### config.mk
export PLATFORM = sky130hd
export DESIGN_NAME = rom_region_loader
export DESIGN_NICKNAME = d
export VERILOG_FILES = /design/src/rtl/rom_region_loader.sv
export SDC_FILE = /design/constraint.sdc
export NUM_CORES = 1
export LEC_CHECK = 0
export BUFFER_PORTS_ARGS = -buffer_cell sky130_fd_sc_hd__clkbuf_2
export CAP_MARGIN = 25
export CORE_ASPECT_RATIO = 0.6
export CORE_MARGIN = 5
export CORE_UTILIZATION = 25
export DETAILED_ROUTE_END_ITERATION = 8
export HOLD_SLACK_MARGIN = 0.06
export RECOVER_POWER = 25
export SYNTH_ARGS = -nofsm -noshare
export SYNTH_HDL_FRONTEND = slang
export SYNTH_SLANG_ARGS = --single-unit
### constraint.sdc
create_clock -name clk -period 9.4 [get_ports clk]
set_input_delay 0 -clock clk [delete_from_list [all_inputs] [get_ports clk]]
set_output_delay 0 -clock clk [all_outputs]
set_load 0.01 [all_outputs]
### src/rtl/rom_region_loader.sv
// ROM download router: parses the size header at the front of the ioctl stream,
// then steers payload bytes into per-region SDRAM (linear/reorder/byteswap) or BRAM targets.
module rom_region_loader #(
  parameter int NUM_REGIONS = 5,
  parameter int CS_W        = 5,
  parameter logic [NUM_REGIONS*25-1:0]   REGION_BASE = '0,
  parameter logic [NUM_REGIONS*2-1:0]    REGION_MODE = '0,
  parameter logic [NUM_REGIONS*CS_W-1:0] REGION_CS   = '0
) (
  input  logic            clk,
  input  logic            reset,
  input  logic            ioctl_download,
  input  logic            ioctl_wr,
  input  logic [7:0]      ioctl_dout,
  output logic            ioctl_wait,
  output logic [24:0]     sdr_addr,
  output logic [15:0]     sdr_data,
  output logic [1:0]      sdr_be,
  output logic            sdr_req,
  input  logic            sdr_ack,
  output logic [24:0]     bram_addr,
  output logic [7:0]      bram_data,
  output logic            bram_wr,
  output logic [CS_W-1:0] bram_cs,
  output logic [7:0]      board_cfg,
  output logic            load_done,
  output logic            load_error
);

  localparam int HDR_LEN = 4 + 4 * NUM_REGIONS;
  localparam int CNT_W   = $clog2(HDR_LEN);
  localparam int IDX_W   = $clog2(NUM_REGIONS + 1);
  localparam logic [1:0] M_REORDER = 2'd1;
  localparam logic [1:0] M_BSWAP   = 2'd2;

  typedef enum logic [2:0] {S_IDLE, S_HDR, S_DATA, S_SDR_WAIT, S_DONE} state_t;

  state_t                        r_state;
  logic                          r_dl_prev;
  logic [CNT_W-1:0]              r_cnt;
  logic [NUM_REGIONS-1:0][24:0]  r_size;
  logic [IDX_W-1:0]              r_reg;
  logic [24:0]                   r_S, r_Q, r_Q2, r_Q3, r_off;
  logic                          r_final;

  logic [NUM_REGIONS-1:0][24:0]  w_sz;
  logic [31:0]                   w_word;
  logic [IDX_W-1:0]              w_nxt_idx;
  logic                          w_nxt_found;
  logic [24:0]                   w_base, w_ent_S, w_ent_Q, w_ent_Q2, w_ent_Q3;
  logic [1:0]                    w_mode, w_nxt_mode, w_r;
  logic [CS_W-1:0]               w_cs;
  logic [24:0]                   w_sub, w_p, w_d, w_sdr_a, w_off_inc;
  logic                          w_hdr_wr, w_hdr_last, w_data_wr, w_last, w_enter;

  // Size table with the current header byte merged in, so the last header byte
  // can pick the first region in the same cycle it arrives.
  always_comb begin
    w_sz     = r_size;
    w_word   = '0;
    w_hdr_wr = (r_state == S_HDR) && ioctl_download && ioctl_wr;
    for (int i = 0; i < NUM_REGIONS; i++) begin
      for (int k = 0; k < 4; k++) begin
        if (w_hdr_wr && r_cnt == CNT_W'(4 + 4 * i + k)) begin
          w_word             = {7'b0, r_size[i]};
          w_word[8*k +: 8]   = ioctl_dout;
          w_sz[i]            = 25'(w_word);
        end
      end
    end
  end

  // First non-zero region after the current one (or from 0 while in the header).
  always_comb begin
    w_nxt_found = 1'b0;
    w_nxt_idx   = '0;
    for (int i = NUM_REGIONS - 1; i >= 0; i--) begin
      if ((r_state == S_HDR || IDX_W'(i) > r_reg) && w_sz[i] != '0) begin
        w_nxt_found = 1'b1;
        w_nxt_idx   = IDX_W'(i);
      end
    end
  end

  always_comb begin
    w_base     = '0;
    w_mode     = '0;
    w_cs       = '0;
    w_nxt_mode = '0;
    w_ent_S    = '0;
    for (int i = 0; i < NUM_REGIONS; i++) begin
      if (r_reg == IDX_W'(i)) begin
        w_base = REGION_BASE[25*i +: 25];
        w_mode = REGION_MODE[2*i +: 2];
        w_cs   = REGION_CS[CS_W*i +: CS_W];
      end
      if (w_nxt_idx == IDX_W'(i)) begin
        w_nxt_mode = REGION_MODE[2*i +: 2];
        w_ent_S    = w_sz[i];
      end
    end
  end

  assign w_ent_Q  = {2'b00, w_ent_S[24:2]};
  assign w_ent_Q2 = {1'b0, w_ent_S[24:2], 1'b0};
  assign w_ent_Q3 = w_ent_Q2 + w_ent_Q;

  // Plane interleave: quarter index r lands in bits [2:1], within-quarter offset around it.
  always_comb begin
    w_r = 2'(r_off >= r_Q) + 2'(r_off >= r_Q2) + 2'(r_off >= r_Q3);
    case (w_r)
      2'd0:    w_sub = '0;
      2'd1:    w_sub = r_Q;
      2'd2:    w_sub = r_Q2;
      default: w_sub = r_Q3;
    endcase
    w_p = r_off - w_sub;
    case (w_mode)
      M_REORDER: w_d = 25'({w_p[24:1], w_r, w_p[0]});
      M_BSWAP:   w_d = r_off ^ 25'd1;
      default:   w_d = r_off;
    endcase
  end

  assign w_sdr_a    = w_base + w_d;
  assign w_off_inc  = r_off + 25'd1;
  assign w_last     = (w_off_inc == r_S);
  assign w_hdr_last = w_hdr_wr && (r_cnt == CNT_W'(HDR_LEN - 1));
  assign w_data_wr  = (r_state == S_DATA) && ioctl_download && ioctl_wr;
  assign w_enter    = w_nxt_found && (w_hdr_last || (w_data_wr && w_last));

  always_ff @(posedge clk) begin
    r_dl_prev <= ioctl_download;
    if (reset) begin
      r_state    <= S_IDLE;
      r_cnt      <= '0;
      r_size     <= '0;
      r_reg      <= '0;
      r_S        <= '0;
      r_Q        <= '0;
      r_Q2       <= '0;
      r_Q3       <= '0;
      r_off      <= '0;
      r_final    <= 1'b0;
      ioctl_wait <= 1'b0;
      sdr_addr   <= '0;
      sdr_data   <= '0;
      sdr_be     <= '0;
      sdr_req    <= 1'b0;
      bram_addr  <= '0;
      bram_data  <= '0;
      bram_wr    <= 1'b0;
      bram_cs    <= '0;
      board_cfg  <= '0;
      load_done  <= 1'b0;
      load_error <= 1'b0;
    end else begin
      bram_wr <= 1'b0;
      bram_cs <= '0;
      unique case (r_state)
        S_IDLE: begin
          if (ioctl_download && !r_dl_prev) begin
            r_state    <= S_HDR;
            r_cnt      <= '0;
            r_size     <= '0;
            load_done  <= 1'b0;
            load_error <= 1'b0;
          end
        end
        S_HDR: begin
          if (!ioctl_download) begin
            r_state    <= S_IDLE;
            load_done  <= 1'b1;
            load_error <= 1'b1;
          end else if (ioctl_wr) begin
            if (r_cnt == '0) board_cfg <= ioctl_dout;
            r_size <= w_sz;
            r_cnt  <= r_cnt + CNT_W'(1);
            if (w_hdr_last) r_state <= w_nxt_found ? S_DATA : S_DONE;
          end
        end
        S_DATA: begin
          if (!ioctl_download) begin
            r_state    <= S_IDLE;
            load_done  <= 1'b1;
            load_error <= 1'b1;
          end else if (ioctl_wr) begin
            if (w_cs != '0) begin
              bram_wr   <= 1'b1;
              bram_cs   <= w_cs;
              bram_addr <= w_d;
              bram_data <= ioctl_dout;
              if (w_last && !w_nxt_found) r_state <= S_DONE;
            end else begin
              sdr_addr   <= w_sdr_a;
              sdr_data   <= {ioctl_dout, ioctl_dout};
              sdr_be     <= w_sdr_a[0] ? 2'b10 : 2'b01;
              sdr_req    <= 1'b1;
              ioctl_wait <= 1'b1;
              r_final    <= w_last && !w_nxt_found;
              r_state    <= S_SDR_WAIT;
            end
            if (!w_last) r_off <= w_off_inc;
          end
        end
        S_SDR_WAIT: begin
          if (ioctl_wr) load_error <= 1'b1;
          if (sdr_ack) begin
            sdr_req    <= 1'b0;
            ioctl_wait <= 1'b0;
            if (r_final) begin
              r_state <= S_DONE;
            end else if (!ioctl_download) begin
              r_state    <= S_IDLE;
              load_done  <= 1'b1;
              load_error <= 1'b1;
            end else begin
              r_state <= S_DATA;
            end
          end
        end
        S_DONE: begin
          if (ioctl_wr) load_error <= 1'b1;
          if (!ioctl_download) begin
            load_done <= 1'b1;
            r_state   <= S_IDLE;
          end
        end
        default: r_state <= S_IDLE;
      endcase

      if (w_enter) begin
        r_reg <= w_nxt_idx;
        r_S   <= w_ent_S;
        r_Q   <= w_ent_Q;
        r_Q2  <= w_ent_Q2;
        r_Q3  <= w_ent_Q3;
        r_off <= '0;
        if (w_nxt_mode == M_REORDER && w_ent_S[1:0] != 2'b00) load_error <= 1'b1;
      end
    end
  end

endmodule

Word level (Yosys, flattened, before mapping)

Cells that the tools add are included.

Register bits after elaboration: 242

Magnitude comparators: 5
Add/sub/neg operators: 2
Mux-type cells: 71
Bitwise operators: 1
Reduce and logical (&&, ||, !) cells: 64
Equality and inequality tests: 41

Operator list:

| operator                | count |
|---|---|
| $mux W125               | 3 |
| $mux W25                | 10 |
| $pmux W125 S2           | 1 |
| $reduce_bool A25 Y1     | 5 |
| $mux W24                | 5 |
| $mux W16                | 5 |
| $mux W3                 | 15 |
| $eq A5 B4 Y1 const B    | 8 |
| $eq A5 B5 Y1 const B    | 8 |
| $mux W8                 | 5 |
| $logic_and A1 B1 Y1     | 33 |
| $add A25 B1 Y25 const B | 1 |
| $eq A25 B25 Y1          | 1 |
| $eq A5 B3 Y1 const B    | 4 |
| $reduce_and A4 Y1       | 5 |
| $ne A2 B2 Y1 const B    | 9 |
| $mux W1                 | 17 |
| $mux W5                 | 3 |
| $pmux W3 S5             | 1 |
| $eq A3 B2 Y1 const B    | 4 |
| $pmux W5 S2             | 1 |
| $ne A3 B3 Y1 const B    | 3 |
| $eq A3 B1 Y1 const B    | 2 |
| $eq A3 B3 Y1 const B    | 2 |
| other kinds (20)        | 33 |

Logic depth before layout (Yosys ltp)

Gate-level depths: netlist of run 1.

Depth after elaboration: 21
Mapped depth: 17
Gate-level depth less buffers: 13

Worst setup path before layout of run 1

OpenSTA, ideal clock, no wires.

Kind: flip-flop to flip-flop
Start: register r_cnt[0]
End: register r_S[14]
Cell stages (with the launch flop): 16
Arrival: 3960 ps
Clock period less this slack: 4091 ps
Library setup time: 131 ps
Buffers on the path: 3
Setup slack: 5309 ps
Required time: 9269 ps
Path through: dfxtp_1 -> inv_1 -> ha_1 -> or3b_1 -> nor4_2 -> mux2_2 -> a221o_1 -> or4_1 -> o31a_1 -> buf_2 -> nor3_1 -> buf_2 -> buf_4 -> o21ai_1 -> a211oi_1 -> o32ai_1

Cells in the longest elaborated chain, start to end: 19
Elaborated cells between the ends (all ways): 92
Those cells by class: 24 x eq/ne; 35 x mux; 33 x reduce/logical

RTL lines:

| item                     | line | source |
|---|---|---|
| start: declaration       | 40   | `logic [CNT_W-1:0] r_cnt;` |
| start signal: assignment | 178  | `r_cnt <= r_cnt + CNT_W'(1);` |
| $eq A5 B5 Y1             | 64   | `if (w_hdr_wr && r_cnt == CNT_W'(4 + 4 * i + k)) begin` |
| $logic_and A1 B1 Y1      | 64   |  |
| $mux W8                  | 64   |  |
| $mux W16                 | 64   |  |
| $mux W24                 | 64   |  |
| $mux W25                 | 64   |  |
| $reduce_bool A25 Y1      | 78   | `if ((r_state == S_HDR \|\| IDX_W'(i) > r_reg) && w_sz[i] != '0) begin` |
| $logic_and A1 B1 Y1      | 78   |  |
| $mux W3 (5 in series)    | 78   |  |
| $logic_not A3 Y1         | 97   | `if (w_nxt_idx == IDX_W'(i)) begin` |
| $mux W25 (5 in series)   | 97   |  |
| end signal: assignment   | 234  | `r_S <= w_ent_S;` |
| end: declaration         | 43   | `logic [24:0] r_S, r_Q, r_Q2, r_Q3, r_off;` |

Parallel ways exist; a longest one is shown, timed or not.
A chain may end at the register's enable or synchronous reset.

Worst setup path after layout of run 1

Start: register r_cnt[0]
End: register r_S[2]

The elaborated chain is that of the path after synthesis.

==> reports/qor.txt, run 1 <==
===============================================================================================
Outcome                                                                            finished, violations left
Violated checks                                                                    capacitance limit, slew limit
Avg Cell Area, Syn                                                                     7.75 µm²
Pleak                                                                                   4.79 nW
Ys flop type                                                                            dfxtp_1
Total via count after detailed routing                                                    13.1k
Post-Layout Inst Area                                                                 14900 µm²
Worst Hold Slack                                                                       0.107 ns
Vert. Die Dim                                                                            189 µm
Clk_skew                                                                              0.0279 ns
Sinks on Clock Net                                                                          233
Total internal power                                                                    1.61 mW
Fraction of final layout cells with drive strength greater than 1                         7.89%
Residual overflow from global routing                                                         0
Standard cell area after detailed placement                                           14000 µm²
Number of fillers in the final layout                                                      5742
Final Hold Vio Count                                                                          0
Number of enable-type register cells in the synthesized netlist                               0
Number of global-route vias before repair                                                 11.7k
Post-detailed-route wirelength per cell                                                 20.8 µm
Total power per unit cell area                                                       147 nW/µm²
Register name with the most flops                                                        r_size
Worst voltage drop across the vdd grid                                                 0.118 mV
Layout Area Growth over Synthesis                                                         11.8%
Sw power                                                                               0.586 mW
Slew of the pin with the lowest slew margin                                             3.27 ns
Async set-reset flop share out of synthesis                                                  0%
Power after layout                                                                      2.19 mW
Initial antenna violation count                                                               1
First-pass GRT wire length                                                             75100 µm
CP startpoint kind                                                                    flip-flop
Vias per cell                                                                              5.42
Cell count after synthesis                                                                 1722
Number of cell instances on the worst register-to-register path                              13
Worst min path class                                                                  in -> reg
Min Clock Period, post-route                                                            5.72 ns
Count of standard-cell rows                                                                  65
Cell at the root of the clock tree                                                    clkbuf_16
Headroom to the max-slew limit                                                            -118%
Largest fanout of any net on the critical path                                               22
Crit end category                                                                     flip-flop
Count of cells resized by post-cts repair                                                     0
Unrepaired setup endpoints after global routing                                              no
Last weighted congestion value of the routability-driven placer                           0.969
Seq cells post-synth                                                                        233
Deepest clock path buffer count                                                               3
Count of different cell masters after synthesis                                              83
Portion of total power attributed to combinational logic                                   7.7%
Final Setup Violations                                                                        0
Slew Limit Fails                                                                            151
Post-synth design cell area                                                           13400 µm²
Maxcap violations                                                                             3
Area of combinational cells with multiple inputs                                       7770 µm²
Largest net degree at the start of global routing                                            88
Effective utilization at floorplan                                                        25.3%
TritonCTS clock tree                                                                      built
Total track usage                                                                         16.4%
Sequential cell area                                                                   4660 µm²
Antenna violation net count after detailed routing                                            0
Worst setup path class                                                               reg -> reg
Required time reported for the critical path endpoint                                   9.86 ns
Die Area                                                                              58300 µm²
Number of primary I/O pins                                                                  107
Post-Route Setup TNS                                                                       0 ns
Number of flip-flops under the largest register name                                        125
Data arrival time at the worst-slack endpoint                                           6.18 ns
Clock H-tree levels                                                                           1
Number of nets in the finished design                                                      1725
Post-CTS Setup Bufs                                                                           0
Half-perimeter wire length after detailed placement                                    35800 µm
Clock input transition at the sequential cells of the worst setup and hold paths        0.07 ns
Sum of routed wire length over all layers                                              50500 µm
Flop pwr share                                                                            45.6%
Number of CTS-inserted buffers                                                               24
Core area                                                                             52700 µm²
Maximum clock frequency                                                                 175 MHz
Switching Fraction                                                                        26.7%
Post-route fraction of the period consumed by the critical path                           60.8%
Clock power share                                                                         46.6%
Antenna fix cells                                                                             0
Hold Crit Depth                                                                               4
Starting DRC count in detailed routing                                                     1653
Width of the die                                                                         308 µm
Portion of the post-synthesis area used by sequential elements                            34.9%
Clock latency on the worst-skew pair                                                    0.57 ns
First-pass DRT Iterations                                                                     6
Residual DRC                                                                                  0
Yosys warns                                                                                   0
IO buf count                                                                                 67
===============================================================================================
final cells by class:
type | count | share of cell area [%]
tap | 703 | 5.89
timing repair buffer | 114 | 4.48
sequential | 233 | 31.2
multi-input combinational | 1303 | 52.1
clock buffer | 33 | 4.65
clock inverter | 11 | 0.922
inverter | 30 | 0.754
Yosys cell counts (10+ instances only):
library cell,number,area share [%]
nor4_1,36,1.7
and4_1,11,0.72
nor2_1,178,5.0
o221ai_1,10,0.66
nor2b_1,10,0.47
xor2_1,13,0.85
clkbuf_1,117,3.3
a21oi_1,136,5.1
or4_1,10,0.56
nand2b_1,13,0.61
o21ai_0,62,2.3
xnor2_1,37,2.4
nand2_1,235,6.6
nand4_1,21,0.98
a22oi_1,72,4.0
mux2i_1,90,6.7
nand3_1,68,2.5
inv_1,30,0.84
buf_4,51,2.9
or3_1,11,0.52
o22ai_1,15,0.70
buf_2,12,0.45
o21ai_1,13,0.49
dfxtp_1,233,35
nor2_2,13,0.61
nor3_1,37,1.4
and3_1,10,0.47
o32ai_1,13,0.85
mux2_2,13,1.1
a211oi_1,20,1.1
critical path, cell delays in order, from the launching register on:
cell      delay (ns)
dfxtp_1         0.45
inv_1           0.10
ha_1            0.36
or3b_1          0.53
nor4_2          0.17
buf_4           0.26
mux2_2          0.42
a221o_1         0.29
or4_1           0.63
o31ai_4         0.54
nand3_1         0.88
o22ai_1         0.63
nor3_1          0.10
o311ai_0        0.28
layer usage:
layer | vias up | track usage, % | share of wire (%)
met2 | 670 | 20.6 | 37
met3 | 66 | 5.80 | 12
met4 | 2 | 2.77 | 1.6
met5 | - | 0 | 0.026
met1 | 6362 | 26.3 | 50
li1 | 6043 | - | -
power groups by stage:
| stage | registers, mW | clock network [mW] | logic, mW |
|---|---|---|---|
| floorplan | 1.02 | 0 | 0.118 |
| global placement | 1.02 | 0 | 0.158 |
| detailed placement | 1.02 | 0 | 0.158 |
| CTS | 1.00 | 1.05 | 0.162 |
| global route | 1.00 | 1.09 | 0.179 |
| finish | 1.00 | 1.02 | 0.169 |
layout by cell type (no fill, tap or decap), types with 7 or more instances in the layout:
cell / count
conb_1: 39
nor2_1: 178
xor2_1: 13
dlygate4sd3_1: 13
nor2_2: 13
and4_1: 11
nand4_1: 21
mux2i_1: 90
clkbuf_16: 24
o21ai_1: 13
nand2_1: 235
a22oi_1: 72
a21oi_1: 136
and3_1: 10
clkbuf_2: 10
nand3_1: 68
nand2b_1: 13
o22ai_1: 15
a211oi_1: 20
or4_1: 10
buf_4: 30
or3_1: 11
clkbuf_1: 62
o32ai_1: 13
nor4_1: 32
o21ai_0: 62
nor3_1: 33
o211ai_1: 9
xnor2_1: 37
mux2_2: 12
dfxtp_1: 233
o221ai_1: 10
o31ai_1: 7
nor2b_1: 10
inv_1: 30
metrics by stage:
| step | util, % | setup slack (ns) | instances |
|---|---|---|---|
| final | 28.3 | 3.68 | 2427 |
| after global routing | 28.3 | 3.43 | 2427 |
| after CTS | 28.4 | 3.83 | 2426 |
| after detailed placement | 26.6 | 3.85 | 2369 |
| after global placement | 26.6 | 3.67 | 2368 |
| after floorplan | - | 5.31 | 1760 |
path summary, 6_finish.rpt:
check	from	endpoint	slack (ns)
max	r_cnt[0]$_SDFFE_PP0P_	r_S[2]$_SDFFE_PP0P_	3.68
min	ioctl_dout[0]	r_size[75]$_SDFFE_PP0P_	0.11
min reg2reg	sdr_addr[10]$_SDFFE_PP0P_	sdr_addr[10]$_SDFFE_PP0P_	0.46
max reg2reg	r_cnt[0]$_SDFFE_PP0P_	r_S[2]$_SDFFE_PP0P_	3.68
timing repair:
| item | in CTS | in global routing |
|---|---|---|
| endpoints found under the hold margin | 69 | 0 |
| setup endpoints to repair | 0 | 0 |
| hold buffers | 13 | 0 |
kinds of logic (layout without fill, tap and decap cells):
family,Yosys count,after routing,share of synthesized area (%)
simple gates,698,698,25.2
compound gates,406,406,19.8
flops,233,233,34.9
buf+inv,224,188,8.29
mux,104,104,7.96
xor+xnor,50,50,3.28
fa+ha+maj,6,6,0.562
other cells,1,39,0.0281
Note: power is estimated with default switching activity, not from simulation.
==> run 2, diff against run 1 <==
==> constraint.sdc (replaced) <==
create_clock -name clk -period 5.23 [get_ports clk]
set_input_delay 0 -clock clk [delete_from_list [all_inputs] [get_ports clk]]
set_output_delay 0 -clock clk [all_outputs]
set_load 0.01 [all_outputs]
==> run 2 against run 1 <==
  * The flow still finishes with violations (capacitance limit, slew limit)
  * Maximum frequency rose by 12%
  * Cell count up 1.1%
  * Wire length increased by 3.0%
  * Non-clock buffer count up 26
  * Core utilization up 0.49 points
  * Worst hold slack better by 0.0076 ns
  * Clock skew fell by 0.0062 ns
  * Register-to-register slack worse by 3.6 ns
  * Critical path depth increased by 2
  * Sequential cell count unchanged
  * Via count grew 0.83%
  * Die area unchanged
  * Highest routed layer is now met4
==> reports/qor.txt, run 2 (same netlist as run 1, synthesis figures left out) <==
===============================================================================================
Outcome                                                                            finished, violations left
Violated checks                                                                    capacitance limit, slew limit
Number of flip-flops under the largest register name                                        125
Power after layout                                                                      3.96 mW
Slew of the pin with the lowest slew margin                                             2.20 ns
Top library cells by usage in the layout, fill and taps aside                      235 x nand2_1, 233 x dfxtp_1, 178 x nor2_1
Standard cell area after detailed placement                                           14300 µm²
IO buf count                                                                                 67
Sum of routed wire length over all layers                                              52100 µm
Total internal power                                                                    2.91 mW
Launching point of the worst reg2reg path                                          r_cnt[0]$_SDFFE_PP0P_
Die Area                                                                              58300 µm²
Layout Area Growth over Synthesis                                                         13.8%
Pleak                                                                                   4.95 nW
Effective utilization at floorplan                                                        25.3%
Crit end category                                                                     flip-flop
Register name with the most flops                                                        r_size
Number of CTS-inserted buffers                                                               24
Post-route fraction of the period consumed by the critical path                           97.8%
First-pass DRT Iterations                                                                     6
Total track usage                                                                         16.9%
CP startpoint kind                                                                    flip-flop
Number of global-route vias before repair                                                 12.0k
Largest fanout of any net on the critical path                                               19
Data arrival time at the worst-slack endpoint                                           5.57 ns
Sw power                                                                                1.05 mW
Maximum clock frequency                                                                 195 MHz
Half-perimeter wire length after detailed placement                                    38100 µm
Total power per unit cell area                                                       261 nW/µm²
Portion of total power attributed to combinational logic                                   7.9%
Maxcap violations                                                                             2
Largest net degree at the start of global routing                                           105
Post-Route Setup TNS                                                                       0 ns
Final standard cell utilization of the core                                               28.8%
Number of nets in the finished design                                                      1751
Min Clock Period, post-route                                                            5.12 ns
Final Setup Violations                                                                        0
Vert. Die Dim                                                                            189 µm
Clock power share                                                                         46.9%
Width of the die                                                                         308 µm
Residual overflow from global routing                                                         0
Worst setup path class                                                               reg -> reg
Fin worst setup slack                                                                  0.113 ns
Residual DRC                                                                                  0
Final Hold Vio Count                                                                          0
Commonest non-fill, non-tap cell in the layout                                          nand2_1
Cell at the root of the clock tree                                                    clkbuf_16
Clock latency on the worst-skew pair                                                    0.56 ns
TritonCTS clock tree                                                                      built
Required time reported for the critical path endpoint                                   5.69 ns
Post-Layout Inst Area                                                                 15200 µm²
Last weighted congestion value of the routability-driven placer                            1.01
Post-CTS Setup Bufs                                                                           0
Starting DRC count in detailed routing                                                     1676
Headroom to the max-slew limit                                                           -46.7%
Setup Slack @ Placement                                                                0.123 ns
Total via count after detailed routing                                                    13.3k
Vias per cell                                                                              5.40
Clock H-tree levels                                                                           1
Unrepaired setup endpoints after global routing                                              no
Core area                                                                             52700 µm²
Slew Limit Fails                                                                            132
First-pass GRT wire length                                                             76800 µm
Switching Fraction                                                                        26.5%
Antenna violation net count after detailed routing                                            0
Origin of the worst setup path                                                     r_cnt[0]$_SDFFE_PP0P_
Fraction of final layout cells with drive strength greater than 1                         9.49%
Clock input transition at the sequential cells of the worst setup and hold paths        0.07 ns
Worst min path class                                                                  in -> reg
Number of fillers in the final layout                                                      5715
Antenna fix cells                                                                             0
Start point of the worst min-delay path                                            ioctl_dout[6]
Deepest clock path buffer count                                                               3
Initial antenna violation count                                                               0
Worst voltage drop across the vdd grid                                                 0.274 mV
Clk_skew                                                                              0.0217 ns
Count of standard-cell rows                                                                  65
Number of primary I/O pins                                                                  107
Sinks on Clock Net                                                                          233
Post-detailed-route wirelength per cell                                                 21.2 µm
Flop pwr share                                                                            45.1%
===============================================================================================
run 2: cell types whose count changed in the layout (fill, tap and decap cells not counted), sizes merged:
cell / delta
buf: +25
clkbuf: +4
clkinv: -1
clkinvlp: -1
dlygate4sd3: -1
run 2: stage by stage:
| step | cells | hold slack [ns] |
|---|---|---|
| 5_1_grt | 2453 | 0.118 |
| 4_1_cts | 2452 | 0.0780 |
| 3_5_place_dp | 2396 | 0.213 |
| 3_3_place_gp | 2394 | 0.205 |
| 2_1_floorplan | 1760 | 0.0277 |
| 6_report | 2453 | 0.115 |
run 2: timing repair:
| action | CTS | global route |
|---|---|---|
| setup endpoints to repair | 0 | 36 |
| endpoints found under the hold margin | 91 | 0 |
| gates resized for setup | 0 | 8 |
| hold buffers | 12 | 0 |
run 2: layer usage:
metal  up-vias  global-route usage [%]  wire length [µm]
met5         -                       0                 0
met4         0                    2.11               522
met3        43                    7.56              7050
met2       685                    21.1             19200
met1      6428                    26.5             25400
li1       6096                       -                 -
run 2: final cells by class:
| type | count | area [µm²] | area share [%] |
|---|---|---|---|
| Clock inverter | 9 | 115 | 0.758 |
| Inverter | 30 | 113 | 0.741 |
| Timing Repair Buffer | 140 | 883 | 5.82 |
| Sequential cell | 233 | 4660 | 30.7 |
| Tap cell | 703 | 880 | 5.79 |
| Clock buffer | 35 | 722 | 4.75 |
| Multi-Input combinational cell | 1303 | 7810 | 51.4 |
run 2: path summary, 6_finish.rpt:
kind	slack, ns	cells past startpoint	endpoint
hold / removal	0.12	4	sdr_data[14]$_SDFFE_PP0P_
hold reg to reg	0.46	2	sdr_addr[10]$_SDFFE_PP0P_
setup reg to reg	0.11	15	r_S[1]$_SDFFE_PP0P_
setup / recovery	0.11	15	r_S[1]$_SDFFE_PP0P_
run 2: power by group through the flow:
stage	logic [mW]	clock network (mW)	registers (mW)
6_report	0.314	1.86	1.79
5_1_grt	0.332	1.97	1.79
4_1_cts	0.312	1.89	1.79
3_5_place_dp	0.305	0	1.83
3_3_place_gp	0.295	0	1.83
2_1_floorplan	0.213	0	1.83
run 2: critical path: stages, from the launching register on:
cell	delay, ns
dfxtp_1	0.37
ha_1	0.43
and3_1	0.28
ha_1	0.18
nand4b_1	0.34
nor3_2	0.31
buf_4	0.35
mux2i_1	0.43
nor4b_2	0.38
nand4_1	0.22
o21ai_0	0.21
nand4_1	0.35
buf_4	0.34
a21oi_1	0.49
nor4_1	0.19
o32ai_1	0.15
